--- config.mk ---
export PLATFORM = sky130hd
export DESIGN_NAME = freq_id_decoder
export DESIGN_NICKNAME = d
export VERILOG_FILES = /design/src/rtl/freq_id_pkg.sv /design/src/rtl/bcd_mac_step.sv /design/src/rtl/freq_id_decoder.sv
export SDC_FILE = /design/constraint.sdc
export NUM_CORES = 1
export LEC_CHECK = 0
export ABC_AREA = 0
export CAP_MARGIN = 10
export CORE_MARGIN = 8
export CORE_UTILIZATION = 45
export DETAILED_ROUTE_END_ITERATION = 16
export PLACE_DENSITY = 0.73
export SLEW_MARGIN = 5
export SYNTH_ARGS = -nofsm -noshare
export SYNTH_HDL_FRONTEND = slang
export SYNTH_SLANG_ARGS = --single-unit
export TNS_END_PERCENT = 100
--- constraint.sdc ---
create_clock -name clock -period 4.5 [get_ports clock]
set_input_delay 0.9 -clock clock [delete_from_list [all_inputs] [get_ports clock]]
set_output_delay 0.9 -clock clock [all_outputs]
set_load 0.1 [all_outputs]
--- src/rtl/freq_id_pkg.sv ---
// Shared types and constants for the processor frequency-ID decoder.
// Bit positions describe the layout of the 32-bit procFreqId word.
package freq_id_pkg;

    localparam int DIGITS = 6;
    localparam int FREQ_W = 20;
    localparam int IDX_W  = 3;

    localparam int FREQ_MSB  = 31;
    localparam int FREQ_LSB  = 8;
    localparam int RSVD_BIT  = 7;
    localparam int PROCS_MSB = 6;
    localparam int PROCS_LSB = 4;
    localparam int BIOS_BIT  = 3;
    localparam int ID_MSB    = 2;
    localparam int ID_LSB    = 0;

    typedef enum logic {
        IDLE,
        CONVERT
    } FsmState;

    // Digit 5 is the most significant nibble of the 24-bit field.
    function automatic logic [3:0] digitAt(input logic [4*DIGITS-1:0] field,
                                           input logic [IDX_W-1:0] idx);
        return 4'(field >> {idx, 2'b00});
    endfunction

endpackage

--- src/rtl/bcd_mac_step.sv ---
// One decimal accumulation step: accOut = accIn*10 + digit, flagging non-BCD digits.
module bcd_mac_step
    import freq_id_pkg::*;
(
    input  logic [FREQ_W-1:0] accIn,
    input  logic [3:0]        digit,
    output logic [FREQ_W-1:0] accOut,
    output logic              digitError
);

    // The largest six-digit value still fits in FREQ_W bits, so no overflow.
    assign accOut     = (accIn << 3) + (accIn << 1) + {{(FREQ_W-4){1'b0}}, digit};
    assign digitError = (digit > 4'd9);

endmodule

--- src/rtl/freq_id_decoder.sv ---
// Decodes the processor-ID word: registers the static fields and converts
// the six-digit BCD kHz field to binary, one digit per clock.
module freq_id_decoder
    import freq_id_pkg::*;
#(
    parameter int MIN_KHZ = 1000,
    parameter int MAX_KHZ = 100000
)
(
    input  logic              clock,
    input  logic              reset,
    input  logic [31:0]       procFreqId,
    output logic [FREQ_W-1:0] freqKhz,
    output logic              freqValid,
    output logic              freqUpdate,
    output logic              freqInRange,
    output logic              bcdError,
    output logic [2:0]        procId,
    output logic [2:0]        nrOfProcs,
    output logic              biosEnabled
);

    localparam logic [FREQ_W-1:0] MIN_VAL  = FREQ_W'(MIN_KHZ);
    localparam logic [FREQ_W-1:0] MAX_VAL  = FREQ_W'(MAX_KHZ);
    localparam logic [IDX_W-1:0]  TOP_DIGIT = IDX_W'(DIGITS - 1);

    FsmState                 state;
    FsmState                 nextState;
    logic [4*DIGITS-1:0]     snapshot;
    logic [FREQ_W-1:0]       acc;
    logic [IDX_W-1:0]        index;
    logic [4*DIGITS-1:0]     freqField;
    logic [3:0]              digit;
    logic [FREQ_W-1:0]       accNext;
    logic                    digitError;
    logic                    loadSnap;
    logic                    finishOk;
    logic                    abortErr;
    logic                    inRangeNext;
    logic                    unusedReserved;

    assign freqField      = procFreqId[FREQ_MSB:FREQ_LSB];
    assign digit          = digitAt(snapshot, index);
    assign inRangeNext    = (accNext >= MIN_VAL) && (accNext <= MAX_VAL);
    assign unusedReserved = procFreqId[RSVD_BIT];

    bcd_mac_step macStep (
        .accIn      (acc),
        .digit      (digit),
        .accOut     (accNext),
        .digitError (digitError)
    );

    always_ff @(posedge clock or negedge reset) begin
        if (!reset) begin
            procId      <= '0;
            nrOfProcs   <= '0;
            biosEnabled <= 1'b0;
        end else begin
            procId      <= procFreqId[ID_MSB:ID_LSB];
            nrOfProcs   <= procFreqId[PROCS_MSB:PROCS_LSB];
            biosEnabled <= procFreqId[BIOS_BIT];
        end
    end

    always_ff @(posedge clock or negedge reset) begin
        if (!reset) begin
            state <= IDLE;
        end else begin
            state <= nextState;
        end
    end

    // A changed field is only noticed in IDLE, so edits mid-conversion wait their turn.
    always_comb begin
        nextState = state;
        loadSnap  = 1'b0;
        finishOk  = 1'b0;
        abortErr  = 1'b0;
        case (state)
            IDLE: begin
                if (freqField != snapshot) begin
                    loadSnap  = 1'b1;
                    nextState = CONVERT;
                end
            end
            CONVERT: begin
                if (digitError) begin
                    abortErr  = 1'b1;
                    nextState = IDLE;
                end else if (index == '0) begin
                    finishOk  = 1'b1;
                    nextState = IDLE;
                end
            end
            default: nextState = IDLE;
        endcase
    end

    always_ff @(posedge clock or negedge reset) begin
        if (!reset) begin
            snapshot    <= '0;
            acc         <= '0;
            index       <= '0;
            freqKhz     <= '0;
            freqValid   <= 1'b0;
            freqUpdate  <= 1'b0;
            freqInRange <= 1'b0;
            bcdError    <= 1'b0;
        end else begin
            freqUpdate <= 1'b0;
            if (loadSnap) begin
                snapshot <= freqField;
                acc      <= '0;
                index    <= TOP_DIGIT;
            end else if (state == CONVERT) begin
                acc   <= accNext;
                index <= index - 1'b1;
                if (abortErr) begin
                    bcdError    <= 1'b1;
                    freqValid   <= 1'b0;
                    freqInRange <= 1'b0;
                end else if (finishOk) begin
                    freqKhz     <= accNext;
                    freqValid   <= 1'b1;
                    freqInRange <= inRangeNext;
                    bcdError    <= 1'b0;
                    freqUpdate  <= 1'b1;
                end
            end
        end
    end

endmodule

### Word-level counts from Yosys, hierarchy flattened

Index checks and enable logic that the tools add are counted.
Widths: inputs -> output; s select.

* memories: 0
* ROM bits: 0
* bits in latches: 0
* logic and storage cells: 53
* input bits: 34
* output and inout bits: 31
* register bits: 78
* bits in writable memories: 0

* order comparisons: 3
* bitwise logic cells: 3
* $mul: 0
* eq/ne operators: 1
* add/sub/neg operators: 3
* multiplexer cells: 24
* divide/modulo/power cells: 0
* reductions and logical operators: 6
* shift operators: 1

Operators by type and width (count)
* $mux 19: 2
* $ne 24x24->1: 1
* $shr 24x5->4: 1
* $add 20x20->20: 1
* $add 20x4->20: 1
* $ge 20x10->1 const B: 1
* $le 20x17->1 const B: 1
* $mux 1: 19
* $mux 3: 2
* $gt 4x4->1 const B: 1
* $reduce_and 4->1: 1
* $reduce_bool 2->1: 2
* $logic_not 3->1: 1
* $not 1->1: 3
* $reduce_and 3->1: 1
* $sub 3x1->3 const B: 1
* $pmux 1 s2: 1
* $logic_and 1x1->1: 1

### Longest topological paths before layout

* word-level depth: 8
* mapped depth: 15
* depth with buffers taken out: 15

### By module

A second synthesis with hierarchy kept.

* cell total of the unflattened synthesis: 419
* area total of the unflattened synthesis: 4705.8 um^2

By module, submodules not included
* freq_id_decoder: seq. area each 1976.9 um^2, area an instance 3584.7 um^2, cells an instance 286, times used 1
* bcd_mac_step: seq. area each 0.0 um^2, area an instance 1121.1 um^2, cells an instance 133, times used 1

### Worst setup path after synthesis

OpenSTA, ideal clock, no wires.

* path kind: register to register
* start point: register index[0]
* end point: register freqInRange
* arrival time: 3.800 ns
* stages on the path, launching flop included: 15
* period minus slack after synthesis: 3.904 ns
* data required time: 4.396 ns
* path buffers: 1
* setup slack: 0.596 ns
* setup time: 0.104 ns
* path through: dfrtp_1 > buf_6 > mux4_2 > a21oi_1 > fa_1 > inv_1 > ha_1 > a211oi_2 > o21ai_2 > o21ai_1 > and3_2 > nor3_1 > or4_1 > a211o_1 > o41ai_2

* cells in the longest elaborated chain, start to end: 6
* elaborated cells on any way between the ends: 16
* classes of those cells: add/sub: 1; order compare: 3; shift: 1; mux: 7; reduce/logical: 4

RTL lines
* start: declaration: line freq_id_decoder.sv:31 `logic [IDX_W-1:0] index;`
* start signal: assignment: line freq_id_decoder.sv:118 `index <= index - 1'b1;`
* $shr 24x5->4 / $logic_not 3->1 (equally long branches): line freq_id_pkg.sv:26, freq_id_decoder.sv:91
* $add 20x4->20, or another cell as far along: line bcd_mac_step.sv:12 `assign accOut = (accIn << 3) + (accIn << 1) + {{(FREQ_W-4){1'b0}}, digit};`
* $ge 20x10->1, or another cell as far along: line freq_id_decoder.sv:44 `assign inRangeNext = (accNext >= MIN_VAL) && (accNext <= MAX_VAL);`
* $logic_and 1x1->1 / $mux 1 (equally long branches): line freq_id_decoder.sv:44, freq_id_decoder.sv:80
* $mux 1 / $reduce_bool 2->1 (equally long branches)
* $mux 1 / $reduce_and 3->1 (equally long branches)
* end signal: assignment: line freq_id_decoder.sv:126 `freqInRange <= inRangeNext;`
* end: declaration: line freq_id_decoder.sv:16 `output logic freqInRange,`

Several ways; a longest one is shown, not always the timed one. The select of a mux whose other input is x is not followed.
A chain may end at the register's enable or synchronous reset.

### Worst setup path after layout

Ends and elaborated chain as after synthesis.

==> results_dict.tcl <==
set metrics [dict create \
    cp.required_ps 4740 \
    synth_area_per_cell_um2 11.1 \
    postCtsSetupBuffers 0 \
    layout_min_cycle_time_ps 4250 \
    die_h_um 117 \
    synth_ff_type "dfrtp_1" \
    relSlewSlack 0.340 \
    min_path_type "flop to flop" \
    r2r_slack_ps 250 \
    fmax_mhz 235 \
    via_per_inst 5.29 \
    dp.final_hpwl_um 7350 \
    tns_ps 0 \
    maxCapViolCount 0 \
    yosys_register_bits 78 \
    first_global_vias 3422 \
    clock_latency_ps 360 \
    clkSinkCount 78 \
    core_area_um2 9820 \
    multi_input_area_um2 2470 \
    h-tree-depth 3 \
    final_util 0.563 \
    holdPathStages 1 \
    synthTopCellsByArea "dfrtp_1, ha_1, mux2_2, xor2_1, mux2_1" \
    io_buffers 63 \
    status "finished, final reports clean" \
    yosysTopAreaCell "dfrtp_1" \
    first_pass_iters 4 \
    synthArstFlopShare 1.00 \
    fillCellCount 899 \
    vias 3261 \
    cts_buffer_depth 2 \
    rsz0062_at_grt "false" \
    synth_edf_count 0 \
    worst_pin_slew_ps 987 \
    wirelength_um 9750 \
    cts_resized 0 \
    synth.top_cell.area_share 0.428 \
    fin_worst_skew_ps 11.0 \
    startpoint_type "flop" \
    critPathMaxFanout 4 \
    syn_inst 412 \
    wl_per_cell_um 15.8 \
    io_pins 65 \
    drtIter0Drc 162 \
    clkTransAtPathRegs_ps 90 \
    fin_nets 550 \
    cts_tree "yes" \
    antenna_found_initial 0 \
    yosysSeqAreaShare 0.428 \
    initial_utilization 0.464 \
    grt_max_degree 79 \
    postRouteAntennaNets 0 \
    hold_viol_final 0 \
    r2r_cells 14 \
    track_usage 0.153 \
    ctsHoldBuffers 0 \
    gr-total-overflow 0 \
    drive_gt1_frac 0.143 \
    root_buffer "clkbuf_8" \
    fin_crit_sh 0.945 \
    die_w_um 117 \
    die_area_um2 13600 \
    grt_pass1_wl_um 16500 \
    diodes 0 \
    drc_errors 0 \
    slew_viol_final 0 \
    cts_made_buffers 9 \
    syn_nets 484 \
    end_kind "flop" \
    area_growth_pct 21.4 \
    synth_area_um2 4560 \
    row_count 36 \
    setup_viol 0 \
    path_class "flop to flop" \
    worstPathArrival_ps 4490 \
    synthDistinctLibCells 55 \
    place.gp.congestion 0.878 \
    ff_latch_area_um2 1950 \
    yosys_warnings 0 \
]
layout by cell type (no fill, tap or decap), types with 14 or more instances in the layout:
master,count
o21ai_0,22
xnor2_1,18
nor2_1,18
clkdlybuf4s50_1,62
mux2_1,15
xor2_1,23
mux2_2,26
inv_1,14
dfrtp_1,78
ha_1,36
nand2_1,45
cells in the mapped netlist, types with 2 or more instances:
cell,n
dfrtp_1,78
nand2_1,45
ha_1,36
mux2_2,26
xor2_1,23
o21ai_0,22
nor2_1,19
xnor2_1,18
mux2_1,15
inv_1,14
a21oi_1,8
mux2i_1,8
nor4_1,8
clkbuf_1,7
nor3_1,7
nand4_1,6
a21o_1,5
nand3_1,5
a21oi_2,4
mux4_2,4
o21a_1,4
a211oi_1,3
a31oi_1,3
o2bb2ai_1,3
a211oi_2,2
and3_1,2
buf_1,2
buf_2,2
buf_6,2
fa_1,2
o211ai_1,2
o21ai_1,2
or3_1,2
or4_1,2
flip-flops by register name (all words and copies together), names as in the netlist:
| register | count |
|---|---|
| freqValid | 1 |
| freqUpdate | 1 |
| freqKhz | 20 |
| biosEnabled | 1 |
| snapshot | 24 |
| acc | 19 |
| index | 3 |
| state | 1 |
| freqInRange | 1 |
| bcdError | 1 |
| nrOfProcs | 3 |
| procId | 3 |
cell type report:
class / count / area share
Sequential cell: 78 / 0.353
Inverter: 15 / 0.0102
Timing Repair Buffer: 69 / 0.122
Clock buffer: 10 / 0.0249
Multi-Input combinational cell: 305 / 0.448
Clock inverter: 6 / 0.0124
Tap cell: 133 / 0.0301
per-layer routing:
metal | GRT usage | share of wire | vias up | wire length [um]
met5 | 0 | 0 | - | 0
met4 | 0.0538 | 0.019 | 0 | 186
met3 | 0.0408 | 0.043 | 15 | 421
met2 | 0.262 | 0.50 | 66 | 4850
met1 | 0.182 | 0.44 | 1575 | 4290
li1 | - | - | 1605 | -
logic make-up (layout without fill, tap and decap cells):
family	after synthesis	after routing	synth area share
simple gates	104	104	0.110
flops	78	78	0.428
compound gates	69	69	0.106
mux	53	53	0.139
xor+xnor	41	41	0.0788
fa+ha+maj	38	38	0.108
buf+inv	29	100	0.0299
critical path: stages (launching register included):
cell	delay, ps
dfrtp_1	420
buf_4	180
mux4_2	510
o2bb2ai_1	170
ha_1	290
ha_1	250
fa_1	420
a21o_1	230
a221oi_2	400
a21oi_2	140
or4_1	410
nand4_1	220
nor4_4	80
a211oi_1	290
o41ai_2	110
metrics by stage:
stage	hold slack (ps)	std cells	worst slack (ps)	instance area, um^2
2_1_floorplan	471	412	596	4560
3_3_place_gp	467	600	319	5320
3_5_place_dp	478	600	308	5320
4_1_cts	496	616	270	5530
5_1_grt	512	616	60.3	5530
6_report	488	616	246	5530
final timing paths:
kind / start / end
worst max-delay path: index[0] / freqInRange
worst min-delay path: freqKhz[12] / freqKhz[12]
worst max register to register: index[0] / freqInRange
worst min register to register: freqKhz[12] / freqKhz[12]
max in group asynchronous: reset / acc[11]
min in group asynchronous: reset / snapshot[2]
Power is left out: the tool's default activity adds up to more than one toggle a clock period on the data nets, which glitch-free logic cannot reach.
